**config.mk**
```make
export PLATFORM = sky130hd
export DESIGN_NAME = native_in_wr_sched
export DESIGN_NICKNAME = d
export VERILOG_FILES = /design/src/rtl/native_in_wr_sched.sv
export SDC_FILE = /design/constraint.sdc
export NUM_CORES = 1
export LEC_CHECK = 0
export CAP_MARGIN = 20
export CORE_MARGIN = 8
export CORE_UTILIZATION = 58
export CTS_BUF_LIST = sky130_fd_sc_hd__clkbuf_8
export DETAILED_ROUTE_END_ITERATION = 12
export GPL_ROUTABILITY_DRIVEN = 1
export PLACE_DENSITY = 0.93
export SYNTH_ARGS = -nofsm -noshare
export SYNTH_HDL_FRONTEND = slang
export SYNTH_SLANG_ARGS = --single-unit
export TNS_END_PERCENT = 50
```
**constraint.sdc**
```tcl
create_clock -name clock -period 9.45 [get_ports clock]
set_clock_uncertainty 0.15 [all_clocks]
set_input_delay 1.89 -clock clock [delete_from_list [all_inputs] [get_ports clock]]
set_output_delay 1.89 -clock clock [all_outputs]
set_load 0.01 [all_outputs]
```
**src/rtl/native_in_wr_sched.sv**
```systemverilog
// -----------------------------------------------------------------------------
// native_in_wr_sched
//   Write-burst scheduler for the native video input path. It counts beats
//   that have entered the downstream write FIFO but have not been requested
//   yet. It issues full-length or flush-length burst requests to the AXI write
//   master, keeping one burst outstanding at a time. Each burst address is the
//   frame buffer base plus the bytes already requested in the current frame.
//   Frame buffers are used in rotation across a ring of FRAME_NUM entries.
//
// Ports
//   clock, rst_n          system clock / asynchronous active-low reset
//   enable                scheduler runs while high
//   base_addr             byte address of frame buffer 0
//   frame_stride          byte distance between consecutive frame buffers
//   falign/lalign/ealign  frame-start / line-end / frame-end pulses
//   in_vld                one beat entered the write FIFO this cycle
//   burst_req/addr/len    burst request to the write master (held until ack)
//   burst_ack             master accepted the request
//   burst_done            master finished the last accepted burst
//   frame_idx             frame buffer currently being written
//   frame_done            pulse: last burst of a frame completed
//   frame_err             pulse: falign arrived mid-frame
//   overflow              sticky: pending beats exceeded FIFO_DEPTH
// -----------------------------------------------------------------------------
module native_in_wr_sched #(
    parameter int ADDR_WIDTH     = 32,
    parameter int BURST_LEN      = 64,
    parameter int BYTES_PER_BEAT = 4,
    parameter int FRAME_NUM      = 3,
    parameter int FIFO_DEPTH     = 512,
    parameter     MODE           = "ONCE"
) (
    input  logic                  clock,
    input  logic                  rst_n,
    input  logic                  enable,
    input  logic [ADDR_WIDTH-1:0] base_addr,
    input  logic [ADDR_WIDTH-1:0] frame_stride,
    input  logic                  falign,
    input  logic                  lalign,
    input  logic                  ealign,
    input  logic                  in_vld,
    output logic                  burst_req,
    output logic [ADDR_WIDTH-1:0] burst_addr,
    output logic [8:0]            burst_len,
    input  logic                  burst_ack,
    input  logic                  burst_done,
    output logic [1:0]            frame_idx,
    output logic                  frame_done,
    output logic                  frame_err,
    output logic                  overflow
);

    localparam logic [2:0] IDLE       = 3'd0;
    localparam logic [2:0] WAIT_FRAME = 3'd1;
    localparam logic [2:0] COLLECT    = 3'd2;
    localparam logic [2:0] REQ        = 3'd3;
    localparam logic [2:0] WAIT_DONE  = 3'd4;

    localparam bit        LINE_MODE = (MODE == "LINE");
    localparam logic [15:0] FULL_LEN = 16'(BURST_LEN);
    localparam logic [15:0] OVF_LVL  = 16'(FIFO_DEPTH);
    localparam logic [1:0]  IDX_LAST = 2'(FRAME_NUM - 1);

    logic [2:0]            state, state_nxt;
    logic [15:0]           pending, pend_upd;
    logic [ADDR_WIDTH-1:0] offset;
    logic                  flush_line;  // line-end flush request
    logic                  flush_eof;   // frame-end flush request
    logic                  restart;     // falign seen while a burst was in flight
    logic                  cur_flush;   // outstanding burst was a flush burst
    logic                  cur_eof;     // ... and it drained the frame-end flush

    logic                  active, acc;
    logic [15:0]           pend_inc, pend_dec;
    logic [ADDR_WIDTH-1:0] frame_base, len_bytes;
    logic [1:0]            idx_nxt;

    // decision strobes from the next-state logic
    logic                  do_start, do_issue, issue_flush, issue_eof;
    logic [8:0]            issue_len;
    logic                  set_err, set_done, set_restart, clr_line;

    assign active     = (state == COLLECT) || (state == REQ) || (state == WAIT_DONE);
    assign acc        = burst_req & burst_ack;
    assign pend_inc   = {15'd0, active & in_vld};
    assign pend_dec   = acc ? {7'd0, burst_len} : 16'd0;
    // arrival and acceptance may land in the same cycle; both apply
    assign pend_upd   = pending + pend_inc - pend_dec;
    assign frame_base = base_addr + ADDR_WIDTH'(frame_idx) * frame_stride;
    assign len_bytes  = ADDR_WIDTH'(burst_len) * ADDR_WIDTH'(BYTES_PER_BEAT);
    assign idx_nxt    = (frame_idx == IDX_LAST) ? 2'd0 : frame_idx + 2'd1;

    always_comb begin
        state_nxt   = state;
        do_start    = 1'b0;
        do_issue    = 1'b0;
        issue_len   = 9'(BURST_LEN);
        issue_flush = 1'b0;
        issue_eof   = 1'b0;
        set_err     = 1'b0;
        set_done    = 1'b0;
        set_restart = 1'b0;
        clr_line    = 1'b0;
        case (state)
            IDLE: begin
                if (enable) state_nxt = WAIT_FRAME;
            end
            WAIT_FRAME: begin
                if (!enable)     state_nxt = IDLE;
                else if (falign) do_start  = 1'b1;
            end
            COLLECT: begin
                if (falign) begin
                    // nothing in flight, so the new frame can start right away
                    set_err  = 1'b1;
                    do_start = 1'b1;
                end else if (!enable) begin
                    state_nxt = IDLE;
                end else if (pending >= FULL_LEN) begin
                    do_issue = 1'b1;
                end else if ((flush_line || flush_eof) && pending != 16'd0) begin
                    do_issue    = 1'b1;
                    issue_len   = pending[8:0];
                    issue_flush = 1'b1;
                    issue_eof   = flush_eof;
                end else if (flush_eof) begin
                    set_done  = 1'b1;
                    state_nxt = WAIT_FRAME;
                end else if (flush_line) begin
                    // line ended exactly on a burst boundary: nothing to flush
                    clr_line = 1'b1;
                end
            end
            REQ: begin
                set_err     = falign;
                set_restart = falign;
                if (acc) state_nxt = WAIT_DONE;
            end
            WAIT_DONE: begin
                set_err     = falign;
                set_restart = falign;
                if (burst_done) begin
                    if (!enable)                        state_nxt = IDLE;
                    else if (restart || falign)         do_start  = 1'b1;
                    else if (cur_eof && pending == 16'd0) begin
                        set_done  = 1'b1;
                        state_nxt = WAIT_FRAME;
                    end else                            state_nxt = COLLECT;
                end
            end
            default: state_nxt = IDLE;
        endcase
        if (do_issue) state_nxt = REQ;
        if (do_start) state_nxt = COLLECT;
    end

    always_ff @(posedge clock or negedge rst_n) begin
        if (!rst_n) begin
            state      <= IDLE;
            pending    <= 16'd0;
            offset     <= '0;
            flush_line <= 1'b0;
            flush_eof  <= 1'b0;
            restart    <= 1'b0;
            cur_flush  <= 1'b0;
            cur_eof    <= 1'b0;
            burst_req  <= 1'b0;
            burst_addr <= '0;
            burst_len  <= 9'd0;
            frame_idx  <= IDX_LAST;
            frame_done <= 1'b0;
            frame_err  <= 1'b0;
            overflow   <= 1'b0;
        end else begin
            state      <= state_nxt;
            frame_done <= set_done;
            frame_err  <= set_err;
            pending    <= pend_upd;

            if (acc) begin
                offset    <= offset + len_bytes;
                burst_req <= 1'b0;
            end
            if (pending > OVF_LVL) overflow <= 1'b1;

            // flush requests from the port; a frame-end flag raised after the
            // flush burst was chosen survives that burst's acceptance
            if (acc && cur_flush) begin
                flush_line <= 1'b0;
                if (cur_eof) flush_eof <= 1'b0;
            end
            if (clr_line) flush_line <= 1'b0;
            if (active && lalign && LINE_MODE) flush_line <= 1'b1;
            if (active && ealign) flush_eof <= 1'b1;

            if (set_restart) restart <= 1'b1;
            if (state_nxt == IDLE) restart <= 1'b0;

            if (do_issue) begin
                burst_req  <= 1'b1;
                burst_len  <= issue_len;
                burst_addr <= frame_base + offset;
                cur_flush  <= issue_flush;
                cur_eof    <= issue_eof;
            end

            // new frame: beats of any aborted frame are dropped here
            if (do_start) begin
                pending    <= 16'd0;
                offset     <= '0;
                frame_idx  <= idx_nxt;
                overflow   <= 1'b0;
                flush_line <= 1'b0;
                flush_eof  <= 1'b0;
                restart    <= 1'b0;
                cur_flush  <= 1'b0;
                cur_eof    <= 1'b0;
            end
        end
    end

endmodule

```
=== Word-level counts from Yosys, hierarchy flattened ===
Index checks and enable logic that the tools add are counted.
W data, S select, Z words.

* Output and inout bits: 47
* Input bits: 73
* Flip-flop bits (word level): 103
* Logic and storage cells: 135

* Multiplexer cells: 82
* $add $sub $neg: 6
* Bitwise operators: 2
* $mul: 1
* Equality and inequality tests: 5
* Magnitude comparators: 2
* Reduce and logical (&&, ||, !) cells: 22

{| class="wikitable"
|+ Operator list
! kind !! number
|-
| $add A32 B32 Y32 || 2
|-
| $mux W32 || 2
|-
| $mux W1 || 54
|-
| $mux W9 || 6
|-
| $mux W3 || 13
|-
| $add A32 B11 Y32 || 1
|-
| $mul A2 B32 Y32 || 1
|-
| $add A16 B1 Y16 || 1
|-
| $ge A16 B7 Y1 const B || 1
|-
| $gt A16 B10 Y1 const B || 1
|-
| $logic_not A16 Y1 || 1
|-
| $mux W16 || 1
|-
| $reduce_bool A16 Y1 || 1
|-
| $sub A16 B9 Y16 || 1
|-
| $pmux W3 S5 || 1
|-
| $reduce_bool A3 Y1 || 4
|-
| $reduce_bool A2 Y1 || 4
|-
| $eq A3 B2 Y1 const B || 2
|-
| $logic_not A3 Y1 || 2
|-
| $logic_and A1 B1 Y1 || 4
|-
| $logic_or A1 B1 Y1 || 4
|-
| $mux W2 || 2
|-
| $pmux W1 S2 || 2
|-
| $eq A3 B1 Y1 const B || 1
|-
| other kinds (7) || 8
|}

=== Longest topological paths before layout ===
Gate-level depths: netlist of the first run.

* Depth in word-level cells: 12
* Mapped depth: 17
* Depth with buffers taken out: 16

=== Worst setup path after synthesis of the first run ===
No wires, ideal clock.

* Kind: in2reg
* Start point: input burst_ack
* End point: register pending[14]
* Setup slack: 4.176 ns
* Data required time: 9.168 ns
* Arrival time: 4.993 ns
* Stages on the path: 14
* Setup time: 0.132 ns
* Path buffers: 2
* Path through: and2_2 clkbuf_1 buf_1 nand2_1 ha_1 fa_1 a21o_1 a21o_1 a2111oi_1 nor3_1 o31ai_1 o21ai_1 xnor2_1 nor2_1

* Word-level cells in the longest chain between the ends: 4

{| class="wikitable"
|+ Ends and longest elaborated chain
! what !! line !! source
|-
| from (decl) || 45 || <nowiki>input logic burst_ack,</nowiki>
|-
| $and A1 B1 Y1 || 84 || <nowiki>assign acc = burst_req & burst_ack;</nowiki>
|-
| $mux W9 || 86 || <nowiki>assign pend_dec = acc ? {7'd0, burst_len} : 16'd0;</nowiki>
|-
| $sub A16 B9 Y16 || 88 || <nowiki>assign pend_upd = pending + pend_inc - pend_dec;</nowiki>
|-
| $mux W16 || 208 || <nowiki>if (do_start) begin</nowiki>
|-
| to (signal assigned) || 178 || <nowiki>pending <= pend_upd;</nowiki>
|-
| to (decl) || 65 || <nowiki>logic [15:0] pending, pend_upd;</nowiki>
|}

No other way between the ends.
A chain may end at the register's enable or synchronous reset.

=== Final worst setup path of the first run ===
* Start point: input frame_stride[2]
* End point: register burst_addr[31]

* Word-level cells in the longest chain between the ends: 3

{| class="wikitable"
|+ Ends and longest elaborated chain
! what !! line !! source
|-
| from (decl) || 37 || <nowiki>input logic [ADDR_WIDTH-1:0] frame_stride,</nowiki>
|-
| $mul A2 B32 Y32 || 89 || <nowiki>assign frame_base = base_addr + ADDR_WIDTH'(frame_idx) * frame_stride;</nowiki>
|-
| $add A32 B32 Y32 || 89 ||
|-
| $add A32 B32 Y32 || 202 || <nowiki>burst_addr <= frame_base + offset;</nowiki>
|-
| to (signal assigned) || 202 ||
|-
| to (decl) || 43 || <nowiki>output logic [ADDR_WIDTH-1:0] burst_addr,</nowiki>
|}

No other way between the ends.

==> run metrics, run 1 <==
status finished clean; RSZ-0062 raised after global routing no; DRC viols 0; critical path capture point type flop; CTS buffer count 9; Hold Crit Class reg -> reg; WHS Path Cells 1; die area 19,900 µm²; GPL Wtd Cong 0.914; PwrDens about 320 nW/µm²; FFs w/ async S/R, synth 100%; Via density about 5.7; H-tree lvl count 3; CTS resizes 0; kind of critical path in -> reg; io pins 120; initial core utilization 59.4%; placed cell count approximately 1,300; worst slew pin tran a little under 0.9 ns; Clock Sinks between 90 and 100; post-synthesis sequential area ratio between 20% and 30%; Worst Hold Launch burst_addr[20]$_DFFE_PN0P_; via count just under 8,000; core region area 15,300 µm²; Setup Buffers After CTS 0; CP Launch Point frame_stride[2]; largest area contributor in the netlist dfrtp_1; Compound-Gate Fraction of Synth Area 17.2%; synthesized cell area roughly 9100 µm²; Final Non-Filler Cells around 1,400; startpoint types input port; fin crit period 5.90 ns; nets around 1,300; Reg-to-Reg End burst_addr[31]$_DFFE_PN0P_; antenna-violating nets left 0; hold_buf cts 0; hold endpoint burst_addr[20]$_DFFE_PN0P_; Worst-Skew Late Latency 0.40 ns; antenna violations before repair 0; clock-pin slew on the worst setup and hold paths 0.10 ns; port bufs ~120; top-area cell type share of the netlist area a little over a quarter; TritonCTS clock tree built; Hold Vio Cnt, Final 0; Synth cell types a little under 70; simple-gate share of the synthesized area between 10% and 20%; die width around 140 µm; first-pass GRT wire length between 30 and 40 mm; Final Slew Violations 0; Max IR drop VDD between 0.2 and 0.25 mV; Synth Area per Inst 8.76 µm²; gr ovfl total 0; reg2reg start frame_idx[0]$_DFFE_PN0P_; drt initial violations around 530; Max clock buf depth 2; # fillers around 1,100; fmax between 150 and 200 MHz; Mapped Cells around 1,000; Synth Area in XOR/XNOR ~4.2%; Ys Warns 0; Tot GR Track Use 22.3%; leak pwr 0.00498 µW; multi-input logic area between 5000 and 6000 µm²; Yosys reg bits 99; Setup TNS Final 0 ns; drt pass-1 iters 8; period utilisation layout ~62%; Req. time, crit path around 9.6 ns; Post-synth EDFFs 0; Reg2Reg Setup Slack 4.60 ns; clk root buf clkbuf_8; main combinational cell family by area after synthesis adder cells; post-synthesis mux area share less than 1%; pin count of the biggest net entering global routing 70; Setup violations, final 0; Relative slew margins roughly two fifths; Reg2Reg Depth 14; WL final 21.7 mm; syn nets ~1,200; # diodes 0; row cnt 45; main flop type after synthesis dfrtp_1; Adder-Cell Fraction of Synth Area about a quarter; HPWL after detailed placement roughly 17 mm; Reg area between 2000 and 2500 µm²; Syn-to-layout area delta 16.9%; WP data arrival approximately 6.0 ns; WL/cell ~16 µm; Die Y-Extent between 100 and 150 µm; max-cap viol count 0; layout cells sized above 1 ~4.4%; vias in the first global route between 7,000 and 8,000; crit-path max FO 4; ranking of synthesized cells by area dfrtp_1, fa_1, ha_1
## cell type report
cell class | instances | area share [%]
Sequential cell | 99 | 23.4
Multi-Input combinational cell | 763 | 55.6
Inverter | 140 | 4.96
Clock buffer | 9 | 1.17
Timing Repair Buffer | 125 | 11.6
Tap cell | 211 | 2.49
Clock inverter | 7 | 0.720
## registers in the layout, indices dropped and copies added (netlist names)
name,flops
cur_flush,1
burst_addr,32
offset,30
restart,1
overflow,1
frame_err,1
burst_req,1
burst_len,9
frame_done,1
frame_idx,2
pending,16
state,3
flush_eof,1
## layer usage
metal	vias up	share of wire, %	track usage (%)
met5	-	0	0
met4	0	2.2	7.69
met3	42	7.2	4.90
met2	276	49	37.8
met1	3673	42	27.5
li1	3706	-	-
## cells in the mapped netlist (10+ instances only)
cell type and number:
a21o_1 21, a21oi_1 49, and2_1 55, clkbuf_1 18, dfrtp_1 98, fa_1 62
ha_1 71, inv_1 140, nand2_1 118, nand2b_1 12, nand3_1 25, nor2_1 52
nor3_1 22, o21a_1 15, o21ai_0 57, o31ai_1 10, xnor2_1 30, xor2_1 12
## worst max-delay path, stage by stage
cell             delay, ns
clkdlybuf4s50_1       0.40
and2_1                0.17
fa_1                  0.52
inv_1                 0.06
fa_1                  0.49
inv_1                 0.04
ha_1                  0.33
nor2b_1               0.16
o31ai_1               0.43
a21oi_1               0.23
a22o_1                0.32
a211oi_1              0.46
o31ai_1               0.17
xnor2_1               0.23
o21ai_0               0.10
## report_power, final
part	switching, µW	leakage (µW)	internal [µW]
Sequential	162	0.00127	582
Combinational	1300	0.00360	1090
Clock	167	0.000107	125
Total	1630	0.00498	1800
## worst max path at each step
stage                                  to  slack (ns)
5_1_grt             pending[14]$_DFF_PN0_        3.43
3_5_place_dp   burst_addr[31]$_DFFE_PN0P_        3.38
2_1_floorplan       pending[14]$_DFF_PN0_        4.18
6_report       burst_addr[31]$_DFFE_PN0P_        3.55
4_1_cts        burst_addr[31]$_DFFE_PN0P_        3.74
3_3_place_gp   burst_addr[31]$_DFFE_PN0P_        3.45
## placed cells by master, fill, tap and decap left out, types with 8 or more instances in the layout
master,count
o21ai_0,57
o31ai_1,10
a21oi_1,49
nand2b_1,12
xnor2_1,30
a22o_1,8
ha_1,71
and2_1,55
clkdlybuf4s50_1,117
nand3_1,25
and3_1,9
nor2_1,52
nor3_1,22
nand2_1,118
a211oi_1,9
o21a_1,15
xor2_1,12
inv_1,141
nor4_1,8
buf_4,8
a21o_1,21
nand4_1,9
clkbuf_8,9
dfrtp_1,98
fa_1,62
## stage by stage
| step | area (µm²) | total power (µW) | hold WS [ns] | setup slack, ns | utilization [%] |
|---|---|---|---|---|---|
| 2_1_floorplan | 9060 | 2480 | 0.328 | 4.18 | - |
| 3_3_place_gp | 10400 | 2980 | 0.306 | 3.45 | 68.1 |
| 4_1_cts | 10600 | 3410 | 0.339 | 3.74 | 69.4 |
| 3_5_place_dp | 10400 | 3100 | 0.317 | 3.38 | 68.1 |
| 6_report | 10600 | 3430 | 0.332 | 3.55 | 69.4 |
| 5_1_grt | 10600 | 3770 | 0.358 | 3.43 | 69.4 |
## kinds of logic (layout without fill, tap and decap cells)
kind of cell             Yosys count  after routing
flip-flops                        99             99
other                              1              1
XOR/XNOR                          43             43
adder cells (fa/ha/maj)          133            133
multiplexers                       8              8
AND/OR/NAND/NOR                  349            349
AO/OA/AOI/OAI                    229            229
buffers and inverters            172            281
Note: power is estimated with default switching activity, not from simulation.
==> run 2, diff against run 1 <==
clock period = 5.6 ns   (was 9.45 ns; I/O delays follow)
==> run 2 against run 1 <==
Against the previous run:
- wire length rose by 1.8%
- sequential power rose by 69%
- count of clock-buffer cells in the layout did not move
- flip-flop and latch count did not move
- design area barely moved
- die area did not move
- critical path depth did not move
==> run metrics, run 2 (synthesis results as in run 1) <==
die width 141 µm (unchanged); Max clock buf depth 2 (unchanged); final hold slack 0.336 ns (was 0.332 ns); hold endpoint burst_addr[20]$_DFFE_PN0P_ (unchanged); antenna violations before repair 0 (unchanged); nets 1,346 (was 1,344); Tot GR Track Use 22.7% (was 22.3%); io pins 120 (unchanged); gr ovfl total 0 (unchanged); pin count of the biggest net entering global routing 66 (was 70); worst slew pin tran 0.903 ns (was 0.873 ns); layout cells sized above 1 4.63% (was 4.37%); port bufs 118 (unchanged); largest reg by FF count burst_addr (unchanged); via count 7,708 (was 7,697); crit-path max FO 4 (unchanged); GRT busiest layer met2 (unchanged); met3 Use GR 3.48% (was 4.90%); period utilisation layout about 90%; WP data arrival 5.10 ns (was 6.02 ns); drt initial violations 551 (was 525); antenna-violating nets left 0 (unchanged); TritonCTS clock tree built (unchanged); Worst-Skew Late Latency 0.39 ns (was 0.40 ns); met1 Usage GRT 27.9% (was 27.5%); Req. time, crit path 5.72 ns (was 9.57 ns); first-pass GRT wire length 36.8 mm (was 36.3 mm); vias in the first global route 7,788 (was 7,582); leak pwr 0.00497 µW (was 0.00498 µW); critical path capture point type flop (unchanged); WL final 22.1 mm (was 21.7 mm); clk root buf clkbuf_8 (unchanged); # diodes 0 (unchanged); Slowest-stage cell, CP fa_1 (unchanged); fin crit period ~5.0 ns; WHS Path Cells 1 (unchanged); GPL Wtd Cong 0.898 (was 0.914); leading registers by flop count burst_addr: 32 flops, offset: 30 flops, pending: 16 flops (unchanged); placed cell count 1,340 (was 1,338); hold_buf cts 0 (unchanged); fmax between 200 and 250 MHz; met2 Usage GRT 38.3% (was 37.8%); commonest cells after routing, fill and taps aside inv_1, nand2_1, clkdlybuf4s50_1 (unchanged); Clock Sinks 99 (unchanged); CTS buffer count 9 (unchanged); Setup Buffers After CTS 0 (unchanged); kind of critical path in -> reg (unchanged); Reg2Reg Depth 14 (unchanged); Max IR drop VDD 0.366 mV (was 0.207 mV); Reg-to-Reg End burst_addr[31]$_DFFE_PN0P_ (unchanged); Worst Hold Launch burst_addr[20]$_DFFE_PN0P_ (unchanged); clock-pin slew on the worst setup and hold paths 0.10 ns (about the same); Hold Crit Class reg -> reg (unchanged); max-cap viol count 0 (unchanged); HPWL after detailed placement 17.3 mm (was 17.1 mm); Syn-to-layout area delta 16.9% (about the same); Die Y-Extent 141 µm (unchanged); most common cell after layout, fill and taps aside inv_1 (unchanged); max FFs per register 32 (unchanged); RSZ-0062 raised after global routing no (unchanged); row cnt 45 (unchanged); startpoint types input port (unchanged); Final Non-Filler Cells 1,356 (was 1,354); Relative slew margins 39.8% (was 41.8%); PwrDens 544 nW/µm² (was 324 nW/µm²); initial core utilization 59.4% (unchanged); Via density 5.68 (about the same); Setup violations, final 0 (unchanged); Reg2Reg Setup Slack 0.89 ns (was 4.60 ns); reg2reg start frame_idx[0]$_DFFE_PN0P_ (unchanged); status finished clean (unchanged); core region area 15,300 µm² (unchanged); DRC viols 0 (unchanged); Crit path largest cell delay 0.50 ns (was 0.52 ns); H-tree lvl count 3 (unchanged); Setup TNS Final 0 ns (unchanged); WL/cell 16.3 µm (was 16.1 µm); drt pass-1 iters 6 (was 8); Final Slew Violations 0 (unchanged); die area 19,900 µm² (unchanged); Hold Vio Cnt, Final 0 (unchanged); crit path cell chain clkdlybuf4s50_1 > and2_1 > fa_1 > inv_1 > fa_1 > inv_1 > ha_1 > nor2b_1 > o31ai_1 > a21oi_1 > a22o_1 > a211oi_1 > o31ai_1 > xnor2_1 > o21ai_0 (unchanged); CTS resizes 0 (unchanged)
-- run 2: worst max-delay path: cells and delay by family --
| kind | cells | cell delay [ns] |
|---|---|---|
| compound gates | 6 | 1.63 |
| xor+xnor | 1 | 0.21 |
| fa+ha+maj | 3 | 1.32 |
| buf+inv | 3 | 0.49 |
| simple gates | 2 | 0.33 |
-- run 2: routing by layer --
metal,vias to the layer above,wire (µm),part of all wire (%)
met1,3658,9490,43
met5,-,0,0
met3,72,1240,5.6
met4,0,921,4.2
li1,3702,-,-
met2,276,10500,47
-- run 2: final cells by class --
type	instances	area, µm²
multi-input combinational	763	5890
fill	1082	4670
sequential	99	2480
timing repair buffer	127	1250
inverter	140	526
tap	211	264
clock buffer	9	124
clock inverter	7	53.8
-- run 2: worst max path at each step --
stage                     start  cells past startpoint  slack (ns)                         end
4_1_cts         frame_stride[2]                     15        0.69  burst_addr[31]$_DFFE_PN0P_
5_1_grt        frame_stride[12]                     14        0.40  burst_addr[29]$_DFFE_PN0P_
6_report        frame_stride[2]                     15        0.62  burst_addr[31]$_DFFE_PN0P_
3_5_place_dp    frame_stride[2]                     15        0.31  burst_addr[31]$_DFFE_PN0P_
2_1_floorplan         burst_ack                     14        1.10       pending[14]$_DFF_PN0_
3_3_place_gp    frame_stride[2]                     15        0.39  burst_addr[31]$_DFFE_PN0P_
-- run 2: report_power, final --
part | total (µW) | switching [µW] | leakage (µW) | internal (µW)
logic | 4050 | 2210 | 0.00361 | 1850
registers | 1260 | 276 | 0.00127 | 983
clock network | 447 | 282 | 0.0000871 | 165
-- run 2: metrics by stage --
stage	area (µm²)	setup WS (ns)	utilization, %	total power [µW]
after global routing	10600	0.404	69.4	6310
after global placement	10400	0.390	68.2	5040
final	10600	0.619	69.4	5760
after detailed placement	10400	0.309	68.2	5230
after floorplan	9060	1.10	-	4180
after CTS	10600	0.695	69.4	5720
==> run 3, diff against run 2 <==
TNS_END_PERCENT = 10   (was 50)
==> results of run 3 <==
Same layout as run 2: the final DEF is identical, and so are final timing and power.
